**config.mk**
```make
export PLATFORM = sky130hd
export DESIGN_NAME = enc_block_ctrl
export DESIGN_NICKNAME = d
export VERILOG_FILES = /design/src/rtl/enc_block_ctrl.sv
export SDC_FILE = /design/constraint.sdc
export NUM_CORES = 1
export LEC_CHECK = 0
export ABC_AREA = 0
export CORE_ASPECT_RATIO = 0.8
export CORE_MARGIN = 8
export CORE_UTILIZATION = 55
export DETAILED_ROUTE_END_ITERATION = 6
export PLACE_DENSITY = 0.77
export SLEW_MARGIN = 20
export SYNTH_ARGS = -nofsm -noshare
export SYNTH_HDL_FRONTEND = slang
export SYNTH_SLANG_ARGS = --single-unit
```
**constraint.sdc**
```tcl
create_clock -name clk -period 4.97 [get_ports clk]
set_input_delay 0.7455 -clock clk [delete_from_list [all_inputs] [get_ports clk]]
set_output_delay 0.7455 -clock clk [all_outputs]
set_load 0.01 [all_outputs]
```
**src/rtl/enc_block_ctrl.sv**
```systemverilog
// Block-level controller for a turbo-style encoder: loads K host bits into the
// interleaver, waits for it, streams K reads to the encoder, then terminates the trellis.
module enc_block_ctrl #(
  parameter int KMIN     = 40,
  parameter int KMAX     = 6144,
  parameter int TAIL_CYC = 3,
  parameter int WAIT_MAX = 1023
) (
  input  logic        clk,
  input  logic        reset,
  input  logic        blk_start,
  input  logic [12:0] blk_size,
  input  logic        abort,
  input  logic        in_valid,
  input  logic        in_bit,
  output logic        in_ready,
  output logic        il_data_ready,
  output logic        il_bit,
  input  logic        il_valid,
  output logic        enc_rdreq,
  output logic        term_en,
  output logic        busy,
  output logic        done,
  output logic        err,
  output logic [2:0]  state
);

  typedef enum logic [2:0] {
    S_IDLE   = 3'd0,
    S_LOAD   = 3'd1,
    S_WAIT   = 3'd2,
    S_ENCODE = 3'd3,
    S_TAIL   = 3'd4,
    S_DONE   = 3'd5
  } state_t;

  localparam logic [12:0] KMIN_L    = 13'(KMIN);
  localparam logic [12:0] KMAX_L    = 13'(KMAX);
  localparam logic [12:0] WAIT_LAST = 13'(WAIT_MAX - 1);
  localparam logic [12:0] TAIL_LAST = 13'(TAIL_CYC - 1);

  state_t      cur, nxt;
  logic [12:0] k_q;
  logic [12:0] bit_cnt;   // load beats in LOAD, interleaver reads in ENCODE
  logic [12:0] cyc_cnt;   // elapsed cycles in WAIT and TAIL
  logic        size_ok, start_ok, start_bad, beat, wait_to, enc_last;

  assign size_ok   = (blk_size >= KMIN_L) && (blk_size <= KMAX_L);
  assign start_ok  = (cur == S_IDLE) && blk_start && size_ok;
  assign start_bad = (cur == S_IDLE) && blk_start && !size_ok;
  assign in_ready  = (cur == S_LOAD) && (bit_cnt < k_q);
  assign beat      = in_ready && in_valid;
  assign wait_to   = (cur == S_WAIT) && !il_valid && (cyc_cnt == WAIT_LAST);
  assign enc_last  = (cur == S_ENCODE) && il_valid && (bit_cnt == k_q - 13'd1);

  // NOTE: every variable gets its default before the case so no latch is inferred.
  always_comb begin
    nxt = cur;
    unique case (cur)
      S_IDLE:   if (start_ok) nxt = S_LOAD;
      S_LOAD:   if (beat && (bit_cnt == k_q - 13'd1)) nxt = S_WAIT;
      S_WAIT:   if (il_valid) nxt = S_ENCODE;
                else if (wait_to) nxt = S_IDLE;
      S_ENCODE: if (enc_last) nxt = S_TAIL;
      S_TAIL:   if (cyc_cnt == TAIL_LAST) nxt = S_DONE;
      S_DONE:   nxt = S_IDLE;
      default:  nxt = S_IDLE;
    endcase
    // Abort overrides everything, including a WAIT timeout landing in the same cycle.
    if (abort && (cur != S_IDLE)) nxt = S_IDLE;
  end

  // NOTE: all sequential state uses non-blocking assignments so every flop samples pre-edge values.
  always_ff @(posedge clk or posedge reset) begin
    if (reset) begin
      cur           <= S_IDLE;
      k_q           <= '0;
      bit_cnt       <= '0;
      cyc_cnt       <= '0;
      il_data_ready <= 1'b0;
      il_bit        <= 1'b0;
      err           <= 1'b0;
    end else begin
      cur           <= nxt;
      il_data_ready <= beat && !abort;
      if (beat) il_bit <= in_bit;
      err           <= start_bad || (wait_to && !abort);
      if (start_ok) k_q <= blk_size;

      // Counters restart on every state change, so each phase counts from zero.
      if (nxt != cur) begin
        bit_cnt <= '0;
        cyc_cnt <= '0;
      end else begin
        unique case (cur)
          S_LOAD:   if (beat) bit_cnt <= bit_cnt + 13'd1;
          S_ENCODE: if (il_valid) bit_cnt <= bit_cnt + 13'd1;
          S_WAIT,
          S_TAIL:   cyc_cnt <= cyc_cnt + 13'd1;
          default: ;
        endcase
      end
    end
  end

  assign enc_rdreq = (cur == S_ENCODE) && il_valid;
  assign term_en   = (cur == S_TAIL);
  assign busy      = (cur != S_IDLE);
  assign done      = (cur == S_DONE) && !abort;
  assign state     = cur;

endmodule

```
## Yosys cells after proc, flatten, opt, wreduce, memory -nomap -nowiden

Cells that the tools add are included.

| storage, ports and cells | value |
|---|---|
| bits in registers | 45 |
| input bits | 20 |
| word-level logic and storage cells | 63 |

| cells by class | value |
|---|---|
| $add $sub $neg | 3 |
| $lt $le $gt $ge | 3 |
| equality and inequality tests | 11 |
| mux-type cells | 14 |
| reductions and logical operators | 25 |

Operators by type and width:

| kind | number |
|---|---|
| $mux W13 | 5 |
| $add A13 B1 Y13 const B | 2 |
| $pmux W13 S2 | 1 |
| $mux W3 | 7 |
| $logic_and A1 B1 Y1 | 15 |
| $pmux W3 S5 | 1 |
| $eq A13 B10 Y1 const B | 1 |
| $eq A13 B13 Y1 | 1 |
| $eq A13 B2 Y1 const B | 1 |
| $ge A13 B6 Y1 const B | 1 |
| $le A13 B13 Y1 const B | 1 |
| $lt A13 B13 Y1 | 1 |
| $sub A13 B1 Y13 const B | 1 |
| $eq A3 B2 Y1 const B | 2 |
| $eq A3 B3 Y1 const B | 2 |
| $ne A3 B2 Y1 const B | 2 |
| $reduce_bool A3 Y1 | 2 |
| $eq A3 B1 Y1 const B | 1 |
| $logic_not A1 Y1 | 3 |
| $logic_not A3 Y1 | 1 |
| $ne A3 B3 Y1 | 1 |
| $reduce_and A3 Y1 | 1 |
| $reduce_bool A2 Y1 | 1 |
| $reduce_or A2 Y1 | 1 |
| $logic_or A1 B1 Y1 | 1 |

## Logic depth before layout (Yosys ltp)

Gate-level depths: netlist (run 1).

| depth | value |
|---|---|
| depth after elaboration | 10 |
| depth in mapped cells | 11 |
| gate-level depth less buffers | 10 |

## Worst setup path after synthesis (run 1)

No wires, ideal clock.

| timing path | value |
|---|---|
| path kind | register to register |
| start | reg k_q[0] |
| end | reg bit_cnt[10] |
| library setup time | 134 ps |
| arrival | 2823 ps |
| data required time | 4836 ps |
| slack | 2014 ps |
| cell stages (with the launch flop) | 12 |
| path buffers | 1 |
| clock period less this slack | 2956 ps |
| path through | dfrtp_1 inv_1 ha_1 or3b_2 or3_2 a21oi_1 o21ai_0 a2111oi_4 inv_1 o21ai_1 buf_4 nor3_1 |

| between the ends | value |
|---|---|
| longest elaborated chain between the ends | 10 |

RTL lines:

| what | RTL line | text |
|---|---|---|
| start, declared | 43 | `logic [12:0] k_q;` |
| start signal, assigned | 88 | `if (start_ok) k_q <= blk_size;` |
| parallel branches: the longest is 10 deep, another holds $sub A13 B1 Y13 | - |  |
| end signal, assigned | 96 | `S_LOAD: if (beat) bit_cnt <= bit_cnt + 13'd1;` |
| end signal, assigned | 97 | `S_ENCODE: if (il_valid) bit_cnt <= bit_cnt + 13'd1;` |
| end, declared | 44 | `logic [12:0] bit_cnt;` |

Several ways; the timed one is not identified.
A chain may end at the register's enable or synchronous reset.

## Final worst setup path (run 1)

| timing path | value |
|---|---|
| start | reg k_q[1] |
| end | out in_ready |

| between the ends | value |
|---|---|
| longest elaborated chain between the ends | 2 |

RTL lines:

| what | RTL line | text |
|---|---|---|
| $lt A13 B13 Y1 | 51 | `assign in_ready = (cur == S_LOAD) && (bit_cnt < k_q);` |
| $logic_and A1 B1 Y1 | 51 |  |
| end, declared | 16 | `output logic in_ready,` |

No other way between the ends.

==> results.md, run 1 <==
- Yosys Warn Count: 0
- CTS tree: yes
- Initial DRT Pass Iterations: 4
- Wl on met1: 3.26 mm
- P_leak: 1.53 nW
- Layout area overhead: 14.1%
- Clk_skew: 0.00591 ns
- Slew headroom: 35.7%
- Initial Util: 57.7%
- Die area: 8500 µm²
- Fin. max-slew vios: 0
- Post-synthesis simple-gate area fraction: 26.4%
- FFs w/ async S/R, synth: 100%
- Post-synthesis mux area share: 5.97%
- Adder-cell area share of the yosys netlist: 6.67%
- Slowest cell on crit path: o311ai_0
- Tcrit/Tclk final: 71.0%
- CP max FO: 4
- Clock sinks: 45
- Gate Count Post-Synth: 326
- Final setup fails: 0
- GP Congestion: 0.803
- Hold Path Class: reg -> reg
- Commonest non-fill, non-tap cell in the layout: dfrtp_1
- Post-CTS resize count: 0
- Via count: 2514
- FP Rows: 24
- DRC: 0
- Remaining global-route overflow: 0
- Hold_buf cts: 0
- Max clock buf depth: 2
- Clk_lat worst skew: 0.30 ns
- WS Path Type: reg -> out
- First-pass GRT wire length: 11.9 mm
- Die Y-Extent: 84.1 µm
- Total of max-cap violations: 0
- Main combinational cell family by area after synthesis: simple AND/OR/NAND/NOR gates
- FMAX: 283 MHz
- Post-route non-filler standard cell count: 434
- Die width: 101 µm
- Worst EP required: 4.22 ns
- Vias per Instance: 5.79
- WP data arrival: 2.78 ns
- CP cell instances: inv_1 > ha_1 > nor2b_1 > o2111a_1 > o311ai_0 > nand2_1 > nor2_1 > clkdlybuf4s50_1
- Fin Setup TNS: 0 ns
- Final antenna-violating net count: 0
- Leading cell types in the layout, fill and taps excluded: 45 x dfrtp_1, 30 x clkdlybuf4s50_1, 23 x nor2_1, 23 x xor2_1, 23 x nand2_1
- Pwr dens: 390 nW/µm²
- Met2 WL post-DR: 3.05 mm
- Core Box Area: 5530 µm²
- Seq/Total Area, Yosys: 35.3%
- Slowest stage delay, CP: 0.58 ns
- Layout cells sized above 1: 18.0%
- Final wirelength: 6.85 mm
- Initial antenna violation count: 0
- Crit. End Element: output port
- Clock transition at path regs: 0.09 ns
- Worst-Margin Slew: 0.965 ns
- TritonCTS Buffers: 5
- Final core utilization: 65.8%
- Top Ports: 31
- Peak supply drop: 0.171 mV
- Post-DP HPWL: 5.09 mm
- Most used DFF post-synth: dfrtp_1
- Post-synthesis compound-gate area fraction: 10.1%
- Post-synthesis register bit count: 45
- Hold Vio Cnt, Final: 0
- XOR/XNOR Fraction of Synth Area: 11.0%
- Setup ws final: 1.44 ns
- Fin crit period: 3.53 ns
- Initial DRC count: 103
- Vias in the first global route: 2442
- Nets@finish: 392
- DR WL/cell: 15.8 µm
- Placed cells: 426
- Synthesized area per cell: 9.78 µm²
- Total track usage: 17.0%
- Worst slack at placement: 1.50 ns
- Largest net degree at the start of global routing: 46
- Highest Signal Layer: met4
- Post-synth net total: 363
- Setup Buffers After CTS: 0
- H-Tree Level Count: 2
- EDFF count, synth: 0
- RSZ-0062 raised after global routing: no
- Run status: complete, no violations
- Root buf cell: clkbuf_8
- Met3 WL: 479 µm
- Antenna Cells: 0
- Cell variety after synth: 59
- Critical Path Source Type: flip-flop
- Port buffer count: 30
- Post-synthesis cell area: 3190 µm²
[kinds of logic after synthesis]
family | Yosys count
AND/OR/NAND/NOR | 136
flip-flops | 45
AO/OA/AOI/OAI | 40
XOR/XNOR | 40
buffers and inverters | 32
adder cells (fa/ha/maj) | 17
multiplexers | 16
[flip-flops by register name (all words and copies together), names as in the netlist]
signal and flops:
bit_cnt 13, cyc_cnt 13, k_q 13, state 3
err 1, il_bit 1, il_data_ready 1
[where the power goes]
part	total (mW)	switching [mW]	internal, mW
clock network	0.232	0.134	0.0988
registers	0.553	0.117	0.437
logic	0.632	0.331	0.301
total	1.42	0.581	0.836
[routing by layer]
metal  vias up  global-route usage, %
li1       1217                      -
met1      1227                   23.6
met2        64                   26.0
met3         6                   4.17
met4         0                   3.51
met5         -                      0
[worst paths after layout]
check | start | end | slack, ns | cells past startpoint
max in group asynchronous | reset | state[0] | 3.39 | 2
min | il_bit | il_bit | 0.52 | 1
max | k_q[1] | in_ready | 1.44 | 8
min reg2reg | il_bit | il_bit | 0.52 | 1
max reg2reg | k_q[1] | cyc_cnt[1] | 1.53 | 11
min in group asynchronous | reset | cyc_cnt[7] | 0.97 | 2
[synthesized netlist by cell type, types with 2 or more instances]
cell type / n / area share (%)
and2_1: 2 / 0.39
or4_4: 2 / 0.71
buf_4: 3 / 0.71
clkbuf_1: 6 / 0.71
dfrtp_1: 45 / 35
a211oi_1: 2 / 0.47
nor3_1: 9 / 1.4
a21oi_1: 12 / 1.9
o21ai_0: 7 / 1.1
nor2_1: 23 / 2.7
xnor2_1: 17 / 4.7
buf_6: 2 / 0.71
or4_1: 4 / 0.94
nor4_1: 4 / 0.78
nand2_1: 23 / 2.7
mux2_2: 14 / 4.9
and3_1: 7 / 1.4
nand4_1: 11 / 2.2
nor2b_1: 6 / 1.2
nor3_2: 18 / 5.7
xor2_1: 23 / 6.3
inv_1: 21 / 2.5
nand4b_1: 2 / 0.55
nand3_1: 10 / 1.6
ha_1: 17 / 6.7
nor2_2: 2 / 0.39
and4_1: 2 / 0.55
[final cells by class]
type / instances / area [µm²]
clock buffers: 5 / 68.8
clock inverters: 3 / 22.5
fillers: 484 / 1890
inverters: 21 / 78.8
multi-input cells: 249 / 1920
flip-flops and latches: 45 / 1130
well taps: 78 / 97.6
repair buffers: 33 / 323
[stage by stage]
| stage | cell area (µm²) | hold slack [ns] | power (mW) |
|---|---|---|---|
| detailed placement | 3540 | 0.502 | 1.19 |
| global placement | 3540 | 0.490 | 1.17 |
| CTS | 3640 | 0.523 | 1.43 |
| global route | 3640 | 0.550 | 1.52 |
| floorplan | 3190 | 0.499 | 1.03 |
| finish | 3640 | 0.517 | 1.42 |
[critical path: cells and delay by family (launching register included)]
| kind | cells | cell delay (ns) |
|---|---|---|
| compound gates | 2 | 0.80 |
| buf+inv | 2 | 0.64 |
| flops | 1 | 0.40 |
| simple gates | 3 | 0.37 |
| fa+ha+maj | 1 | 0.28 |
Power figures use the tool's default switching activity.
==> inputs of run 2 (changes only) <==
Settings changed: CORE_UTILIZATION 55 to 52.
Clock period 4.97 ns to 3.2 ns, I/O delays scaled along.
==> results.md, run 2 (synthesis results as in run 1) <==
- Hold_buf cts: 0 (unchanged)
- Final core utilization: 65.3% (-0.47 points)
- Leading cell types in the layout, fill and taps excluded: 44 x dfrtp_1, 30 x clkdlybuf4s50_1, 23 x nor2_1, 23 x xor2_1, 23 x nand2_1
- Clock transition at path regs: 0.08 ns (about the same)
- Slowest cell on crit path: or3_2
- FMAX: 324 MHz
- Biggest regs: bit_cnt: 13 flops, cyc_cnt: 13 flops, k_q: 13 flops
- Via count: 2546 (+1.3%)
- Layout area overhead: 21.2%
- Initial antenna violation count: 0 (unchanged)
- Fin. max-slew vios: 0 (unchanged)
- Worst EP required: 3.40 ns (-0.82 ns)
- Remaining global-route overflow: 0 (unchanged)
- Max clock buf depth: 2 (unchanged)
- Final setup fails: 0 (unchanged)
- R2R setup slack: 0.11 ns (-1.42 ns)
- DRC: 0 (unchanged)
- Vias in the first global route: 2483 (+1.7%)
- Slew headroom: 35.8% (+0.18 points)
- GP Congestion: 0.901 (+12%)
- WP data arrival: 3.29 ns (+0.51 ns)
- Slowest stage delay, CP: 0.47 ns (-0.11 ns)
- P_leak: 1.67 nW (+8.7%)
- Layout cells sized above 1: 22.8% (+4.8 points)
- Total power: 2.46 mW (+73%)
- Die area: 8910 µm² (+4.8%)
- Vias per Instance: 5.61 (-3.2%)
- CTS tree: yes
- Run status: complete, no violations
- WS Path Type: reg -> reg
- Clk_lat worst skew: 0.31 ns (about the same)
- Crit. End Element: flip-flop
- Fin crit period: 3.09 ns
- Nets@finish: 410 (+4.6%)
- Post-DP HPWL: 5.40 mm (+6.2%)
- Antenna Cells: 0 (unchanged)
- Critical Path Source Type: flip-flop
- Initial DRC count: 142 (+38%)
- Core Box Area: 5910 µm² (+7.0%)
- CP max FO: 6 (+2)
- Final antenna-violating net count: 0 (unchanged)
- FP Rows: 25 (+4.2%)
- RSZ-0062 raised after global routing: yes
- Worst slack at placement: -0.100 ns (-1.60 ns)
- Top Ports: 31 (unchanged)
- Peak supply drop: 0.442 mV (+160%)
- Hold Path Class: reg -> reg
- DR WL/cell: 16.2 µm (+2.5%)
- Total of max-cap violations: 0 (unchanged)
- Port buffer count: 30 (unchanged)
- Die Y-Extent: 86.0 µm (+2.3%)
- Root buf cell: clkbuf_8
- Commonest non-fill, non-tap cell in the layout: dfrtp_1
- First-pass GRT wire length: 12.2 mm (+2.3%)
- CP cell instances: inv_1 > ha_1 > or3b_4 > or3_2 > a21oi_2 > o21ai_2 > a2111oi_4 > buf_4 > a21oi_4 > mux2i_4 > clkbuf_16 > nor2_2
- Final wirelength: 7.34 mm (+7.2%)
- Clock sinks: 45 (unchanged)
- H-Tree Level Count: 2 (unchanged)
- Largest net degree at the start of global routing: 46 (unchanged)
- Hold Vio Cnt, Final: 0 (unchanged)
- TritonCTS Buffers: 5 (unchanged)
- Initial Util: 53.9% (-3.8 points)
- Worst-Margin Slew: 0.961 ns (-0.00408 ns)
- Tcrit/Tclk final: 96.6%
- Clk_skew: 0.00776 ns (+0.00185 ns)
- Initial DRT Pass Iterations: 4 (unchanged)
- Pwr dens: 636 nW/µm² (+63%)
- Die width: 104 µm (+2.4%)
- Setup ws final: 0.110 ns (-1.33 ns)
- Total track usage: 16.8% (-0.30 points)
[run 2: per-layer routing]
layer  part of all wire [%]  vias to the layer above  wire [µm]  GRT usage (%)
met3                    4.8                        8        353           2.92
met5                      0                        -          0              0
met1                     48                     1217       3500           22.7
met4                    1.6                        0        121           7.18
li1                       -                     1260          -              -
met2                     46                       61       3370           25.6
[run 2: area by class of cell]
cell class / instances / area [µm²]
multi-input cells: 249 / 1970
inverters: 21 / 78.8
well taps: 81 / 101
clock buffers: 7 / 86.3
repair buffers: 51 / 499
fillers: 478 / 2050
flip-flops and latches: 45 / 1130
[run 2: worst max-delay path, delay by kind of cell (launching register included)]
family                   cells  cell delay, ns
AO/OA/AOI/OAI                4            0.66
adder cells (fa/ha/maj)      1            0.15
buffers and inverters        3            0.52
flip-flops                   1            0.42
multiplexers                 1            0.31
AND/OR/NAND/NOR              3            0.93
[run 2: final timing paths]
check	from	to	depth (start not counted)
worst min-delay path	il_bit	il_bit	1
worst min register to register	il_bit	il_bit	1
max in group asynchronous	reset	k_q[3]	2
min in group asynchronous	reset	bit_cnt[0]	2
worst max register to register	k_q[0]	cyc_cnt[11]	12
worst max-delay path	k_q[0]	cyc_cnt[11]	12
[run 2: power by group]
part | switching (mW) | total (mW) | internal (mW)
clock network | 0.195 | 0.366 | 0.172
logic | 0.624 | 1.26 | 0.635
registers | 0.151 | 0.831 | 0.680
[run 2: stage by stage]
stage | instance area (µm²) | TNS, ns | hold slack (ns) | instances
finish | 3860 | 0 | 0.507 | 454
global route | 3860 | -0.173 | 0.553 | 454
CTS | 3750 | 0 | 0.515 | 450
detailed placement | 3670 | -2.03 | 0.502 | 443
global placement | 3670 | -1.50 | 0.487 | 443
floorplan | 3190 | 0 | 0.499 | 326
[run 2: what timing repair did]
action                                  4_1_cts  5_1_grt
endpoints found under the setup margin        0       26
setup buffers                                 0        3
resized for setup                             0       15
==> inputs of run 3 (changes only) <==
Settings changed: SKIP_CTS_REPAIR_TIMING set to 1.
==> results of run 3 <==
Same layout as run 2: the final DEF is identical, and so are final timing and power.
